### config.mk
export PLATFORM = sky130hd
export DESIGN_NAME = pred_lt_3_pipe
export DESIGN_NICKNAME = d
export VERILOG_FILES = /design/src/rtl/pred_lt_3_pipe.sv
export SDC_FILE = /design/constraint.sdc
export NUM_CORES = 1
export LEC_CHECK = 0
export CORE_ASPECT_RATIO = 0.9
export CORE_UTILIZATION = 45
export CTS_CLUSTER_SIZE = 12
export DETAILED_ROUTE_END_ITERATION = 10
export GPL_TIMING_DRIVEN = 0
export PLACE_DENSITY_LB_ADDON = 0.15
export SYNTH_ARGS = -nofsm -noshare
export SYNTH_HDL_FRONTEND = slang
export SYNTH_SLANG_ARGS = --single-unit
### constraint.sdc
create_clock -name clk -period 11.55 [get_ports clk]
set_clock_uncertainty 0.2 [all_clocks]
set_input_delay 2.31 -clock clk [delete_from_list [all_inputs] [get_ports clk]]
set_output_delay 2.31 -clock clk [all_outputs]
set_load 0.05 [all_outputs]
### src/rtl/pred_lt_3_pipe.sv
// G.729 Pred_lt_3: regenerates one subframe of adaptive-codebook excitation in place
// with the 1/3-resolution inter_3l filter. One tap is fetched per cycle and MACs trail by two cycles.
module pred_lt_3_pipe #(
  parameter int L_SUBFR   = 40,
  parameter int L_INTER10 = 10,
  parameter int UP_SAMP   = 3
) (
  input  logic        clk,
  input  logic        reset,
  input  logic        start,
  input  logic [11:0] exc,
  input  logic [15:0] T0,
  input  logic [15:0] frac,
  input  logic [11:0] inter_3l,
  output logic [11:0] scratchReadAddr,
  input  logic [31:0] scratchReadData,
  output logic [11:0] constReadAddr,
  input  logic [31:0] constReadData,
  output logic [11:0] scratchWriteAddr,
  output logic [31:0] scratchWriteData,
  output logic        scratchWriteEn,
  output logic        done
);

  localparam int NTAPS = 2 * L_INTER10;

  typedef enum logic [2:0] {
    S_IDLE, S_INIT, S_FETCH, S_MAC, S_WRITE, S_NEXT, S_DONE
  } state_t;

  // Saturating s + L_mult(a, b); L_mult(-1.0, -1.0) clips to the positive maximum
  function automatic logic signed [31:0] l_mac(input logic signed [31:0] s,
                                               input logic signed [15:0] a,
                                               input logic signed [15:0] b);
    logic signed [31:0] prod;
    logic signed [31:0] p;
    logic signed [32:0] sum;
    prod = $signed({{16{a[15]}}, a}) * $signed({{16{b[15]}}, b});
    if ((a == 16'sh8000) && (b == 16'sh8000)) begin
      p = 32'sh7fff_ffff;
    end else begin
      p = prod <<< 1;
    end
    sum = {s[31], s} + {p[31], p};
    if (sum[32] != sum[31]) begin
      l_mac = sum[32] ? 32'sh8000_0000 : 32'sh7fff_ffff;
    end else begin
      l_mac = sum[31:0];
    end
  endfunction

  // round(): top half of sat(s + 0x8000), given s[31:15]; only the positive end can clip
  function automatic logic [15:0] round16(input logic [16:0] top);
    if ((top[16:1] == 16'h7fff) && top[0]) begin
      round16 = 16'h7fff;
    end else begin
      round16 = top[16:1] + {15'd0, top[0]};
    end
  endfunction

  state_t             state_q, state_d;
  logic [11:0]        exc_q, exc_d, t0_q, t0_d, base_q, base_d;
  logic               fneg_q, fneg_d, fodd_q, fodd_d;
  logic [11:0]        x0_q, x0_d, c1_q, c1_d, c2_q, c2_d;
  logic [5:0]         j_q, j_d;
  logic [4:0]         t_q, t_d;
  logic signed [31:0] acc_q, acc_d;
  logic               v1_q, v1_d, v2_q, v2_d;
  logic [11:0]        raddr_q, raddr_d, caddr_q, caddr_d, waddr_q, waddr_d;
  logic [31:0]        wdata_q, wdata_d;
  logic               we_q, we_d, done_q, done_d;

  logic [1:0]  fr;
  logic [11:0] x1, tap_off, coef_off;
  logic [15:0] rnd;
  logic        unused_ok;

  // fr = -frac folded into 0..2; frac = +1 also moves x0 back by one sample
  assign fr       = fodd_q ? (fneg_q ? 2'd1 : 2'd2) : 2'd0;
  assign x1       = x0_q + {6'd0, j_q};
  assign tap_off  = {8'd0, t_q[4:1]};
  assign coef_off = 12'(UP_SAMP) * tap_off;
  assign rnd      = round16(acc_q[31:15]);
  assign unused_ok = ^{scratchReadData[31:16], constReadData[31:16], T0[15:12], frac[14:1]};

  // Next-state, address generation and accumulator update
  always_comb begin
    state_d = state_q;
    exc_d   = exc_q;
    t0_d    = t0_q;
    base_d  = base_q;
    fneg_d  = fneg_q;
    fodd_d  = fodd_q;
    x0_d    = x0_q;
    c1_d    = c1_q;
    c2_d    = c2_q;
    j_d     = j_q;
    t_d     = t_q;
    raddr_d = raddr_q;
    caddr_d = caddr_q;
    waddr_d = waddr_q;
    wdata_d = wdata_q;
    we_d    = 1'b0;
    done_d  = 1'b0;
    v1_d    = 1'b0;
    v2_d    = v1_q;
    if (v2_q) begin
      acc_d = l_mac(acc_q, $signed(scratchReadData[15:0]), $signed(constReadData[15:0]));
    end else begin
      acc_d = acc_q;
    end
    case (state_q)
      S_IDLE: begin
        if (start) begin
          exc_d   = exc;
          t0_d    = T0[11:0];
          base_d  = inter_3l;
          fneg_d  = frac[15];
          fodd_d  = frac[0];
          state_d = S_INIT;
        end else begin
          state_d = S_IDLE;
        end
      end
      S_INIT: begin
        x0_d    = exc_q - t0_q - {11'd0, fodd_q & ~fneg_q};
        c1_d    = base_q + {10'd0, fr};
        c2_d    = base_q + 12'd3 - {10'd0, fr};
        j_d     = 6'd0;
        t_d     = 5'd0;
        acc_d   = 32'sd0;
        state_d = S_FETCH;
      end
      S_FETCH: begin
        // even taps walk back from x1 on the c1 phase, odd taps walk forward from x1+1 on c2
        if (t_q[0]) begin
          raddr_d = x1 + 12'd1 + tap_off;
          caddr_d = c2_q + coef_off;
        end else begin
          raddr_d = x1 - tap_off;
          caddr_d = c1_q + coef_off;
        end
        v1_d = 1'b1;
        if (t_q == 5'(NTAPS - 1)) begin
          t_d     = 5'd0;
          state_d = S_MAC;
        end else begin
          t_d     = t_q + 5'd1;
          state_d = S_FETCH;
        end
      end
      S_MAC: begin
        if (v1_q) begin
          state_d = S_MAC;
        end else begin
          state_d = S_WRITE;
        end
      end
      S_WRITE: begin
        we_d    = 1'b1;
        waddr_d = exc_q + {6'd0, j_q};
        wdata_d = {{16{rnd[15]}}, rnd};
        state_d = S_NEXT;
      end
      S_NEXT: begin
        acc_d = 32'sd0;
        if (j_q == 6'(L_SUBFR - 1)) begin
          done_d  = 1'b1;
          state_d = S_DONE;
        end else begin
          j_d     = j_q + 6'd1;
          state_d = S_FETCH;
        end
      end
      S_DONE: begin
        state_d = S_IDLE;
      end
      default: begin
        state_d = S_IDLE;
      end
    endcase
  end

  // State and datapath registers with synchronous reset
  always_ff @(posedge clk) begin
    if (reset) begin
      state_q <= S_IDLE;
      exc_q   <= 12'd0;
      t0_q    <= 12'd0;
      base_q  <= 12'd0;
      fneg_q  <= 1'b0;
      fodd_q  <= 1'b0;
      x0_q    <= 12'd0;
      c1_q    <= 12'd0;
      c2_q    <= 12'd0;
      j_q     <= 6'd0;
      t_q     <= 5'd0;
      acc_q   <= 32'sd0;
      v1_q    <= 1'b0;
      v2_q    <= 1'b0;
      raddr_q <= 12'd0;
      caddr_q <= 12'd0;
      waddr_q <= 12'd0;
      wdata_q <= 32'd0;
      we_q    <= 1'b0;
      done_q  <= 1'b0;
    end else begin
      state_q <= state_d;
      exc_q   <= exc_d;
      t0_q    <= t0_d;
      base_q  <= base_d;
      fneg_q  <= fneg_d;
      fodd_q  <= fodd_d;
      x0_q    <= x0_d;
      c1_q    <= c1_d;
      c2_q    <= c2_d;
      j_q     <= j_d;
      t_q     <= t_d;
      acc_q   <= acc_d;
      v1_q    <= v1_d;
      v2_q    <= v2_d;
      raddr_q <= raddr_d;
      caddr_q <= caddr_d;
      waddr_q <= waddr_d;
      wdata_q <= wdata_d;
      we_q    <= we_d;
      done_q  <= done_d;
    end
  end

  assign scratchReadAddr  = raddr_q;
  assign constReadAddr    = caddr_q;
  assign scratchWriteAddr = waddr_q;
  assign scratchWriteData = wdata_q;
  assign scratchWriteEn   = we_q;
  assign done             = done_q;

endmodule

==> results.cfg <==
[status]
status = finished with violations
violations = design-rule violations

[cells_and_area]
multi_input_area_um2 = 16100
finalNetCount = 3324
drive_above_1_share_pct = 4.50
final_common_cell = inv_1
layout_common_cells = inv_1 (385), nand2_1 (335), fa_1 (267), ha_1 (191), dfxtp_1 (176)
synthToLayoutAreaGrowth_pct = 12.3
antenna_cells_inserted = 0
final-seq-area_um2 = 3520
fillCellCount = 4547

[critical_path]
critical_path_class = in2reg
cp-start-kind = input port
max_stage_delay_ns = 0.76
crit_fanout = 10
path_delay_family = adder cells
crit_path_frequent_cell = fa_1
slowest_stage = clkdlybuf4s50_1
cp.required_ns = 11.70
worst_setup_path_end_kind = register
path_buf_inv = 7
critPathArrivalTime_ns = 11.35

[yosys]
synthArstFlopShare_pct = 0
ys_types = 80
ys.flop_type = dfxtp_1
synth-seq-area-share_pct = 16.2
syn_avg_cell_area_um2 = 8.35
synth_area_um2 = 21700
ys_warn_count = 0
synth_edf_count = 0
yosys_register_bits = 176
synthesis.nets = 3179
syn_inst = 2598

[clocking]
cts_buffers = 17
clk_latency_ns = 0.46
clkTransAtPathRegs_ns = 0.07
clock_sinks = 176
clk_path_buf_depth = 2
cts_setup_buffers = 0
htree_levels = 4
cts_tree = built
cts_root_buffer = clkbuf_16

[drt]
drcViolationCount = 12
post_drt_via_cell_ratio = 5.31
firstDrtPassIters = 9
wl_met2_mm = 25.2
wl_met1_mm = 29.2
initialDrtViolationCount = 1247
route.met3.wl_mm = 3.46
detail-route-antenna-nets = 0
vias = 17900
highest_layer = met4
drt_wl_total_mm = 58.6
wl_per_cell_um = 17.4

[die]
initial_core_util_pct = 46.1
core_um2 = 47100
chipWidth_um = 234
io_pins = 193
die_y_um = 210
row_count = 75
dieArea_um2 = 49100

[timing]
finalCritPeriodShare_pct = 97.0
fmax_mhz = 89.3
report.final.slew_viol_count = 0
setup_viol = 0
tightest_slew_ns = 0.962
period_minus_slack_ns = 11.20
tns_ns = 0
finalHoldViolCount = 0
rsz0062_at_grt = false
slew_headroom_pct = 35.3

[grt]
first_global_vias = 17500
grt_max_degree = 19
antenna_found_initial = 0
grt_pass1_wl_mm = 94.4
grtUsageTotal_pct = 24.6
grt_overflow = 0

[min_path]
hp-class = reg2reg

[place]
hpwl_mm = 49.0
port_buffers = 127
gp_congestion = 0.923

[job]
maxCapViolCount = 0
==> cell families after synthesis <==
family / after synthesis / synth area share [%]
AND/OR/NAND/NOR: 788 / 17.3
buffers and inverters: 525 / 9.55
AO/OA/AOI/OAI: 493 / 14.7
adder cells (fa/ha/maj): 458 / 35.6
flip-flops: 176 / 16.2
XOR/XNOR: 135 / 5.45
multiplexers: 23 / 1.12
==> registers in the layout, summed over array words and instances, names as in the netlist, 12 cells and up <==
name	flops
acc_q	32
base_q	12
c1_q	12
c2_q	12
constReadAddr	12
exc_q	12
scratchReadAddr	12
scratchWriteAddr	12
scratchWriteData	16
t0_q	12
x0_q	12
==> final cells by class <==
class                   instances  share of cell area, %
multi-input cells            1897                   66.2
flip-flops and latches        176                   14.5
inverters                     386                   5.95
repair buffers                127                   5.26
well taps                     616                   3.16
plain buffers                 138                   2.65
clock buffers                  19                   1.78
clock inverters                12                  0.565
==> Yosys cell counts (6+ instances only) <==
cell,count,area share (%)
a21boi_0,6,0.21
fa_1,267,25
nor2_1,127,2.2
mux2_2,10,0.52
nand2b_1,30,0.86
nand3_1,32,0.74
nand3b_1,7,0.24
mux2i_1,13,0.60
nand4_1,19,0.55
nor3_1,29,0.67
a211oi_1,52,1.8
nand2_1,335,5.8
and3_1,15,0.43
o21a_1,14,0.48
buf_2,12,0.28
ha_1,191,11
nor4_1,16,0.46
xor2_1,52,2.1
xnor2_1,83,3.3
dfxtp_1,176,16
and2_1,129,3.7
clkbuf_1,103,1.8
nor3b_1,6,0.21
a21oi_1,158,3.6
a31oi_1,13,0.37
inv_1,385,6.7
o21ai_0,97,2.2
nor2b_1,13,0.37
a21oi_2,13,0.52
buf_4,18,0.62
a21o_1,54,1.9
o21bai_1,18,0.62
or3_1,13,0.37
==> per-layer routing <==
layer,global-route usage (%),vias to the layer above
met5,0,-
met4,4.43,0
met3,4.69,47
met2,36.3,427
met1,37.3,8717
li1,-,8696
==> tightest hold or removal path, cell delays in order, from the launching register on <==
cell     delay (ns)
dfxtp_1        0.31
nand2_1        0.05
a21oi_1        0.05
==> per-stage QoR <==
step	instance area (um2)	instances	util [%]	hold WS, ns	setup WS (ns)
5_1_grt	24400	3371	51.7	0.260	0.00799
3_3_place_gp	23700	3341	50.4	0.238	-0.393
2_1_floorplan	21700	2598	-	0.228	1.13
4_1_cts	24300	3372	51.6	0.252	0.100
3_5_place_dp	23700	3341	50.4	0.243	-0.479
6_report	24400	3371	51.7	0.251	0.348
==> what timing repair did <==
action / CTS / global route
hold endpoints to repair: 0 / 0
setup endpoints to repair: 6 / 32
pin swaps: 0 / 0
hold buffers: 0 / 0
gates resized for setup: 1 / 54
==> path summary, 6_finish.rpt <==
kind / startpoint / end / slack [ns] / cells past startpoint
min: c2_q[3]$_SDFFE_PP0P_ / c2_q[3]$_SDFFE_PP0P_ / 0.25 / 2
max reg2reg: t_q[0]$_SDFFE_PP0P_ / constReadAddr[10]$_SDFFE_PP0P_ / 7.04 / 15
min reg2reg: c2_q[3]$_SDFFE_PP0P_ / c2_q[3]$_SDFFE_PP0P_ / 0.25 / 2
max: scratchReadData[11] / acc_q[25]$_SDFFE_PP0P_ / 0.35 / 32
Power is left out: the tool's default activity adds up to more than one toggle a clock period on the data nets, which glitch-free logic cannot reach.
